===== src/rtl/ct_field_restore.sv =====
// ct_field_restore
// Return-path companion to the field converter. Each accepted request has
// its tag field stripped and pushed into an in-order tag FIFO. Each returning
// response pops the oldest tag and leaves through a one-entry output register
// with that tag re-attached. Requests are throttled so that no more than DEPTH
// are outstanding at any time.
//
// Ports:
//   clk, reset           clock; asynchronous active-low reset (0 = in reset)
//   i_req_*/o_req_ready  upstream request (data, field, valid) and its ready
//   o_req_*/i_req_ready  downstream request with the field removed
//   i_rsp_*/o_rsp_ready  returning response from downstream
//   o_rsp_*/i_rsp_ready  restored response (data, field, valid), registered
//   o_outstanding        current number of tags held in the FIFO
//   o_underflow          sticky flag: a response arrived with no tag waiting
module ct_field_restore #(
  parameter int WDQ   = 8,
  parameter int WDR   = 8,
  parameter int WF    = 4,
  parameter int DEPTH = 4
) (
  input  logic                       clk,
  input  logic                       reset,
  input  logic [WDQ-1:0]             i_req_data,
  input  logic [WF-1:0]              i_req_field,
  input  logic                       i_req_valid,
  output logic                       o_req_ready,
  output logic [WDQ-1:0]             o_req_data,
  output logic                       o_req_valid,
  input  logic                       i_req_ready,
  input  logic [WDR-1:0]             i_rsp_data,
  input  logic                       i_rsp_valid,
  output logic                       o_rsp_ready,
  output logic [WDR-1:0]             o_rsp_data,
  output logic [WF-1:0]              o_rsp_field,
  output logic                       o_rsp_valid,
  input  logic                       i_rsp_ready,
  output logic [$clog2(DEPTH+1)-1:0] o_outstanding,
  output logic                       o_underflow
);

  localparam int PW = $clog2(DEPTH);
  localparam int CW = $clog2(DEPTH+1);

  logic [WF-1:0] tag_mem [DEPTH];
  logic [PW-1:0] wr_ptr;
  logic [PW-1:0] rd_ptr;
  logic [CW-1:0] count;
  logic          full;
  logic          empty;
  logic          out_free;
  logic          push;
  logic          pop;

  // full/empty come only from registered occupancy, which keeps i_req_* out
  // of o_rsp_ready and i_rsp_ready out of o_req_*; it also means a tag pushed
  // this cycle cannot be popped until the next one.
  assign full     = (count == CW'(DEPTH));
  assign empty    = (count == '0);
  assign out_free = !o_rsp_valid || i_rsp_ready;

  assign o_req_data  = i_req_data;
  assign o_req_valid = i_req_valid && !full;
  assign o_req_ready = i_req_ready && !full;
  assign o_rsp_ready = !empty && out_free;

  assign push = i_req_valid && i_req_ready && !full;
  assign pop  = i_rsp_valid && o_rsp_ready;

  assign o_outstanding = count;

  // Tag storage carries no reset; an entry is only read after it was written.
  always_ff @(posedge clk) begin
    if (push) begin
      tag_mem[wr_ptr] <= i_req_field;
    end
  end

  // Pointers wrap naturally because DEPTH is a power of two.
  always_ff @(posedge clk or negedge reset) begin
    if (!reset) begin
      wr_ptr <= '0;
      rd_ptr <= '0;
      count  <= '0;
    end else begin
      if (push) begin
        wr_ptr <= wr_ptr + PW'(1);
      end
      if (pop) begin
        rd_ptr <= rd_ptr + PW'(1);
      end
      if (push && !pop) begin
        count <= count + CW'(1);
      end else if (pop && !push) begin
        count <= count - CW'(1);
      end
    end
  end

  // Output register: loads on a pop, empties when drained without a reload,
  // and otherwise holds everything stable under backpressure.
  always_ff @(posedge clk or negedge reset) begin
    if (!reset) begin
      o_rsp_valid <= 1'b0;
      o_rsp_data  <= '0;
      o_rsp_field <= '0;
    end else if (pop) begin
      o_rsp_valid <= 1'b1;
      o_rsp_data  <= i_rsp_data;
      o_rsp_field <= tag_mem[rd_ptr];
    end else if (i_rsp_ready) begin
      o_rsp_valid <= 1'b0;
    end
  end

  // A response presented with no tag waiting is a protocol error; it is only
  // recorded, the response itself just stalls.
  always_ff @(posedge clk or negedge reset) begin
    if (!reset) begin
      o_underflow <= 1'b0;
    end else if (i_rsp_valid && empty) begin
      o_underflow <= 1'b1;
    end
  end

endmodule


===== config.mk =====
export PLATFORM = sky130hd
export DESIGN_NAME = ct_field_restore
export DESIGN_NICKNAME = d
export VERILOG_FILES = /design/src/rtl/ct_field_restore.sv
export SDC_FILE = /design/constraint.sdc
export NUM_CORES = 1
export LEC_CHECK = 0
export CAP_MARGIN = 20
export CORE_ASPECT_RATIO = 0.7
export CORE_MARGIN = 3
export CORE_UTILIZATION = 33
export DETAILED_ROUTE_END_ITERATION = 12
export MAX_ROUTING_LAYER = met4
export SETUP_SLACK_MARGIN = 0.1
export SLEW_MARGIN = 25
export SYNTH_ARGS = -nofsm -noshare
export SYNTH_HDL_FRONTEND = slang
export SYNTH_SLANG_ARGS = --single-unit

===== constraint.sdc =====
create_clock -name clk -period 3.1 [get_ports clk]
set_input_delay 0.93 -clock clk [delete_from_list [all_inputs] [get_ports clk]]
set_output_delay 0.93 -clock clk [all_outputs]
set_load 0.01 [all_outputs]

==> qor.csv, run 1 <==
stage;metric;value;unit
synth;syn avg cell area;16.2;sq um
setup_path;Worst Path Buf+Inv;2;
global_route;global-route wire length before repair;4690;um
synth;asr flop ratio synth;56.8;%
floorplanning;starting density of the core;35.7;%
min_path;HP Class;register to register;
setup_path;CP Data Required Time;2.17;ns
sta;post-route minimum period;2.81;ns
global_route;antenna violations before repair;0;
synth;syn_nets;131;
cts;Sink Count;37;
synth;count leader, synth;dfrtp_1;
detailed_routing;First-pass DRT Iterations;4;
finish;ANT cells;0;
setup_path;Crit Path Category;primary input to output port;
synth;commonest register cell after synthesis;dfrtp_1;
synth;area share of the largest cell type after synthesis;32.7;%
setup_path;r2r setup slk;0.86;ns
finish;Final Non-Filler Cells;191;
floorplanning;Ports;54;
finish;nets@finish;167;
cts;H-tree levels;2;
pwr;PwrDens;927;nW/um^2
floorplanning;Die Span Y;64.4;um
place;DP Wirelength;2150;um
sta;Max Freq;0.356;GHz
setup_path;critical path launch point type;primary input;
cts;clock-pin slew on the worst setup and hold paths;0.07;ns
setup_path;Worst Setup SP;i_rsp_ready;
place;port buffer count;37;
sta;Final setup viols;0;
synth;commonest cells in the netlist;21 x dfrtp_1, 16 x edfxtp_1, 13 x mux2_2;
synth;register area share after synthesis;62.6;%
setup_path;crit-path cells;clkdlybuf4s50_1, nor2b_1, nor2_1, dlygate4sd2_1;
floorplanning;Die X;89.4;um
detailed_routing;initial drt markers;12;
min_path;hold depth;1;
setup_path;crit-path leading delay family;buffers and inverters;
global_route;largest net degree at the start of global routing;22;
setup_path;Worst R2R Path Depth;8;
synth;Yosys warnings;0;
setup_path;Critical Path Max Stage Delay;0.42;ns
sta;Final period util;90.7;%
detailed_routing;vias per inst;4.65;
synth;Post-synth EDFFs;16;
floorplanning;die area;5750;sq um
sta;slew margin rel.;71.0;%
finish;P&R area growth vs syn;31.7;%
detailed_routing;post-detailed-route DRC marker count;0;
global_route;Overflow after GRT;0;
outcome;status;finished clean;
cts;Setup Fix Bufs, Post-CTS;0;
sta;Final Hold Fails;0;
setup_path;WP data arrival;1.88;ns
detailed_routing;DR vias;889;
sta;Slew Limit Fails;0;
detailed_routing;final wirelength;2890;um
cts;clk buf depth;2;
setup_path;reg2reg end;o_outstanding[2];
pwr;Leakage Power;0.849;nW
floorplanning;core area;4500;sq um
synth;Synth area leaders;dfrtp_1 33%, edfxtp_1 30%, mux2_2 9.1%, mux4_2 5.6%, ha_1 3.9%;
cts;CTS Buf Count;5;
detailed_routing;drt wl/cell;15.1;um
global_route;vias in the first global route;943;
setup_path;Reg-to-Reg Start;o_outstanding[0];
sta;Clock Skew;0.00395;ns
synth;Seq cells post-synth;37;
setup_path;crit path max fanout;2;
place;Routability Congestion;0.721;
detailed_routing;Post-DRT Antenna Nets;0;
floorplanning;Site Rows;20;
sta;Worst Max-Slew Pin Slew;0.432;ns
cts;Clock Tree Root;clkbuf_8;
min_path;hold path startpoint;o_underflow;
synth;post-synth cell types;23;
synth;Gate Count Post-Synth;99;
setup_path;CP max-delay cell;clkdlybuf4s50_1;
cts;Clock Latency Late Sink;0.29;ns
finish;share of layout cells above drive strength 1;26.5;%
cts;CTS tree;done;
cts;Post-CTS Hold Buffers;0;
sta;RSZ-0062 raised after global routing;false;
synth;Synth Cell Area;1610;sq um
global_route;GRT Total Usage;11.7;%
place;placed cells;183;
job;Max Cap Violations;0;
sta;Setup TNS;0;ns
min_path;WHS Endpoint;o_underflow;
synth;Synth area leader;dfrtp_1;
setup_path;Crit. End Element;output port;
cts;post-cts sizing count;2;
pwr;worst vdd ir;285;uV
==> power by group <==
group	internal, mW	switching (mW)
combinational	0.429	0.250
sequential	0.668	0.126
clock	0.320	0.168
==> kinds of logic (layout without fill, tap and decap cells) <==
kind of cell,after synthesis,after routing,share of synthesized area [%]
xor gates and xnor gates,6,6,3.27
and+or+nand+nor,17,17,6.78
adders and majority gates,6,6,5.14
DFF,37,37,62.6
buffers and inverters,14,51,6.07
AOI/OAI and AO/OA,1,1,0.467
muxes,18,18,15.7
==> cell type report <==
type	instances	area, sq um
fill	386	2390
sequential	37	1010
multi-input combinational	48	503
timing repair buffer	40	393
clock buffer	5	68.8
tap	55	68.8
clock inverter	3	65.1
inverter	3	11.3
==> placed cells by master, fill, tap and decap left out <==
| master | synthesis | layout |
|---|---|---|
| a21o_1 | 1 | 1 |
| and2_2 | 6 | 6 |
| and3_1 | 1 | 1 |
| buf_4 | 8 | 3 |
| bufinv_16 | 0 | 2 |
| clkbuf_8 | 0 | 5 |
| clkdlybuf4s50_1 | 0 | 34 |
| clkinv_2 | 0 | 1 |
| dfrtp_1 | 21 | 21 |
| dlygate4sd2_1 | 0 | 2 |
| dlymetal6s2s_1 | 0 | 1 |
| edfxtp_1 | 16 | 16 |
| fa_1 | 1 | 1 |
| ha_1 | 5 | 5 |
| inv_1 | 3 | 3 |
| mux2_2 | 13 | 13 |
| mux2_4 | 1 | 1 |
| mux4_2 | 4 | 4 |
| nand2_1 | 2 | 2 |
| nand2b_1 | 1 | 1 |
| nand3b_2 | 1 | 1 |
| nor2_1 | 2 | 2 |
| nor2b_1 | 1 | 1 |
| nor3_1 | 2 | 2 |
| or3b_1 | 1 | 1 |
| xnor2_1 | 3 | 3 |
| xor2_1 | 3 | 3 |
==> stage by stage <==
stage               setup WS (ns)  hold WS (ns)  util [%]  power, mW  cell area [sq um]
floorplan                   0.667         0.493         -       1.18               1610
global placement           0.0836         0.451      44.0       1.48               1980
detailed placement         0.0637         0.464      44.0       1.51               1980
CTS                         0.118         0.481      46.9       2.00               2110
global route                0.187         0.501      47.0       2.08               2120
finish                      0.288         0.480      47.0       1.96               2120
==> worst max path at each step <==
| stage | end | cells after the start |
|---|---|---|
| final | o_rsp_ready | 4 |
| after global routing | o_rsp_ready | 4 |
| after CTS | o_req_valid | 3 |
| after detailed placement | o_rsp_ready | 4 |
| after global placement | o_rsp_ready | 4 |
| after floorplan | o_outstanding[2] | 9 |
==> layer usage <==
| layer | routed length, um | track usage, % | vias up |
|---|---|---|---|
| li1 | - | - | 413 |
| met1 | 1340 | 14.6 | 431 |
| met4 | 58 | 6.32 | 0 |
| met2 | 1250 | 16.1 | 34 |
| met3 | 241 | 4.51 | 11 |
| met5 | 0 | - | - |
==> flip-flops by register name, summed over array words and instances (netlist names) <==
register / count
o_outstanding: 3
o_rsp_data: 8
o_rsp_field: 4
o_rsp_valid: 1
o_underflow: 1
rd_ptr: 2
tag_mem: 16
wr_ptr: 2
Power figures use the tool's default switching activity.
==> run 2, diff against run 1 <==
CTS_CLUSTER_DIAMETER = 100   (was default)
clock period = 3.6 ns   (was 3.1 ns; I/O delays follow)
==> run 2 against run 1 <==
Net effect:
- clock power down 16%
- via count fell by 3.5%
- hold slack worse by 0.019 ns
- combinational power fell by 14%
- cell count is 1.0% lower
- non-clock buffer count shrank 2
- critical path depth is the same
- critical path type unchanged
==> qor.csv, run 2 (synthesis gave the netlist of run 1 again) <==
stage;metric;value;unit
finish;filler cell count;386;
job;Max Cap Violations;0;
finish;P&R area growth vs syn;30.5;%
cts;post-cts sizing count;0;
global_route;largest net degree at the start of global routing;22;
sta;Worst Max-Slew Pin Slew;0.491;ns
pwr;worst vdd ir;287;uV
floorplanning;core area;4500;sq um
sta;Setup TNS;0;ns
floorplanning;starting density of the core;35.7;%
finish;Design Area, Final;2100;sq um
setup_path;Worst R2R Path Depth;6;
pwr;PwrDens;802;nW/um^2
cts;clock-pin slew on the worst setup and hold paths;0.07;ns
cts;Clock Tree Root;clkbuf_8;
finish;max reg flops;16;
setup_path;Worst Path Buf+Inv;2;
cts;Sink Count;37;
setup_path;CP most frequent cell;clkdlybuf4s50_1;
place;port buffer count;37;
place;Routability Congestion;0.720;
global_route;antenna violations before repair;0;
detailed_routing;post-detailed-route DRC marker count;0;
floorplanning;die area;5750;sq um
detailed_routing;final wirelength;2760;um
cts;CTS tree;done;
setup_path;critical path launch point type;primary input;
detailed_routing;vias per inst;4.54;
detailed_routing;First-pass DRT Iterations;4;
setup_path;Crit. End Element;output port;
global_route;vias in the first global route;889;
setup_path;Crit Path Category;primary input to output port;
sta;Clock Skew;0.00293;ns
finish;share of layout cells above drive strength 1;26.1;%
setup_path;CP Data Required Time;2.52;ns
detailed_routing;DR vias;858;
cts;Post-CTS Hold Buffers;0;
sta;Final setup viols;0;
floorplanning;Die X;89.4;um
setup_path;crit path max fanout;2;
finish;commonest non-fill, non-tap cell in the layout;clkdlybuf4s50_1;
floorplanning;Die Span Y;64.4;um
sta;RSZ-0062 raised after global routing;false;
floorplanning;Site Rows;20;
finish;Top reg by flops;tag_mem;
setup_path;CP max-delay cell;clkdlybuf4s50_1;
global_route;Overflow after GRT;0;
finish;ANT cells;0;
finish;most frequent cells in the layout;36 x clkdlybuf4s50_1, 21 x dfrtp_1, 16 x edfxtp_1, 13 x mux2_2, 6 x and2_2;
detailed_routing;drt wl/cell;14.6;um
finish;nets@finish;165;
global_route;GRT Total Usage;10.9;%
setup_path;Worst path depth;4;
sta;post-route minimum period;3.34;ns
place;DP Wirelength;2060;um
finish;largest registers;tag_mem (16), o_rsp_data (8), o_rsp_field (4);
place;area post-placement;1970;sq um
outcome;status;finished clean;
detailed_routing;initial drt markers;11;
setup_path;Critical Path Max Stage Delay;0.54;ns
cts;clk buf depth;2;
global_route;global-route wire length before repair;4410;um
cts;CTS Buf Count;5;
sta;Final Hold Fails;0;
finish;Core Util, Final;46.5;%
min_path;HP Class;register to register;
sta;slew margin rel.;67.0;%
sta;Slew Limit Fails;0;
min_path;hold depth;1;
cts;H-tree levels;2;
setup_path;crit-path leading delay family;buffers and inverters;
sta;Max Freq;0.300;GHz
sta;Final period util;92.7;%
cts;Setup Fix Bufs, Post-CTS;0;
detailed_routing;Post-DRT Antenna Nets;0;
floorplanning;Ports;54;
setup_path;crit-path cells;clkdlybuf4s50_1, nor2b_1, nor2_1, clkdlybuf4s50_1;
cts;Clock Latency Late Sink;0.28;ns
pwr;Leakage Power;0.827;nW
setup_path;WP data arrival;2.26;ns
run 2: through the flow:
stage	total power, mW	hold slack (ns)	worst slack [ns]	cells
final	1.68	0.461	0.264	189
after global routing	1.79	0.493	0.202	189
after CTS	1.71	0.471	0.262	189
after detailed placement	1.29	0.454	0.269	181
after global placement	1.27	0.448	0.285	181
after floorplan	1.01	0.493	1.02	99
run 2: worst paths after layout:
check	from	endpoint	slack, ns
min reg2reg	o_underflow	o_underflow	0.46
max reg2reg	o_outstanding[0]	o_outstanding[1]	1.29
min	o_underflow	o_underflow	0.46
max	i_rsp_ready	o_rsp_ready	0.26
min in group asynchronous	reset	o_rsp_field[0]	0.75
max in group asynchronous	reset	o_rsp_field[1]	2.53
run 2: per-layer routing:
metal | vias up | part of all wire (%) | routed length (um) | track usage [%]
met5 | - | 0 | 0 | -
met4 | 0 | 2.4 | 65 | 5.39
met3 | 10 | 8.6 | 236 | 4.25
met2 | 33 | 40 | 1110 | 14.2
met1 | 408 | 49 | 1350 | 14.6
li1 | 407 | - | - | -
run 2: worst register-to-register path: stages (launching register included):
cell,delay [ns]
dfrtp_1,0.45
or3b_1,0.44
and3_1,0.30
ha_1,0.27
inv_1,0.07
fa_1,0.39
mux2_2,0.26
run 2: cell type report:
class	count	area [sq um]	area share [%]
Sequential cell	37	1010	48.0
Tap cell	55	68.8	3.28
Clock buffer	5	68.8	3.28
Multi-Input combinational cell	48	503	24.0
Inverter	3	11.3	0.537
Clock inverter	3	65.1	3.10
Timing Repair Buffer	38	373	17.8
run 2: report_power, final:
part	internal, mW	switching, mW	total (mW)
Sequential	0.575	0.108	0.683
Combinational	0.371	0.215	0.586
Clock	0.275	0.137	0.412
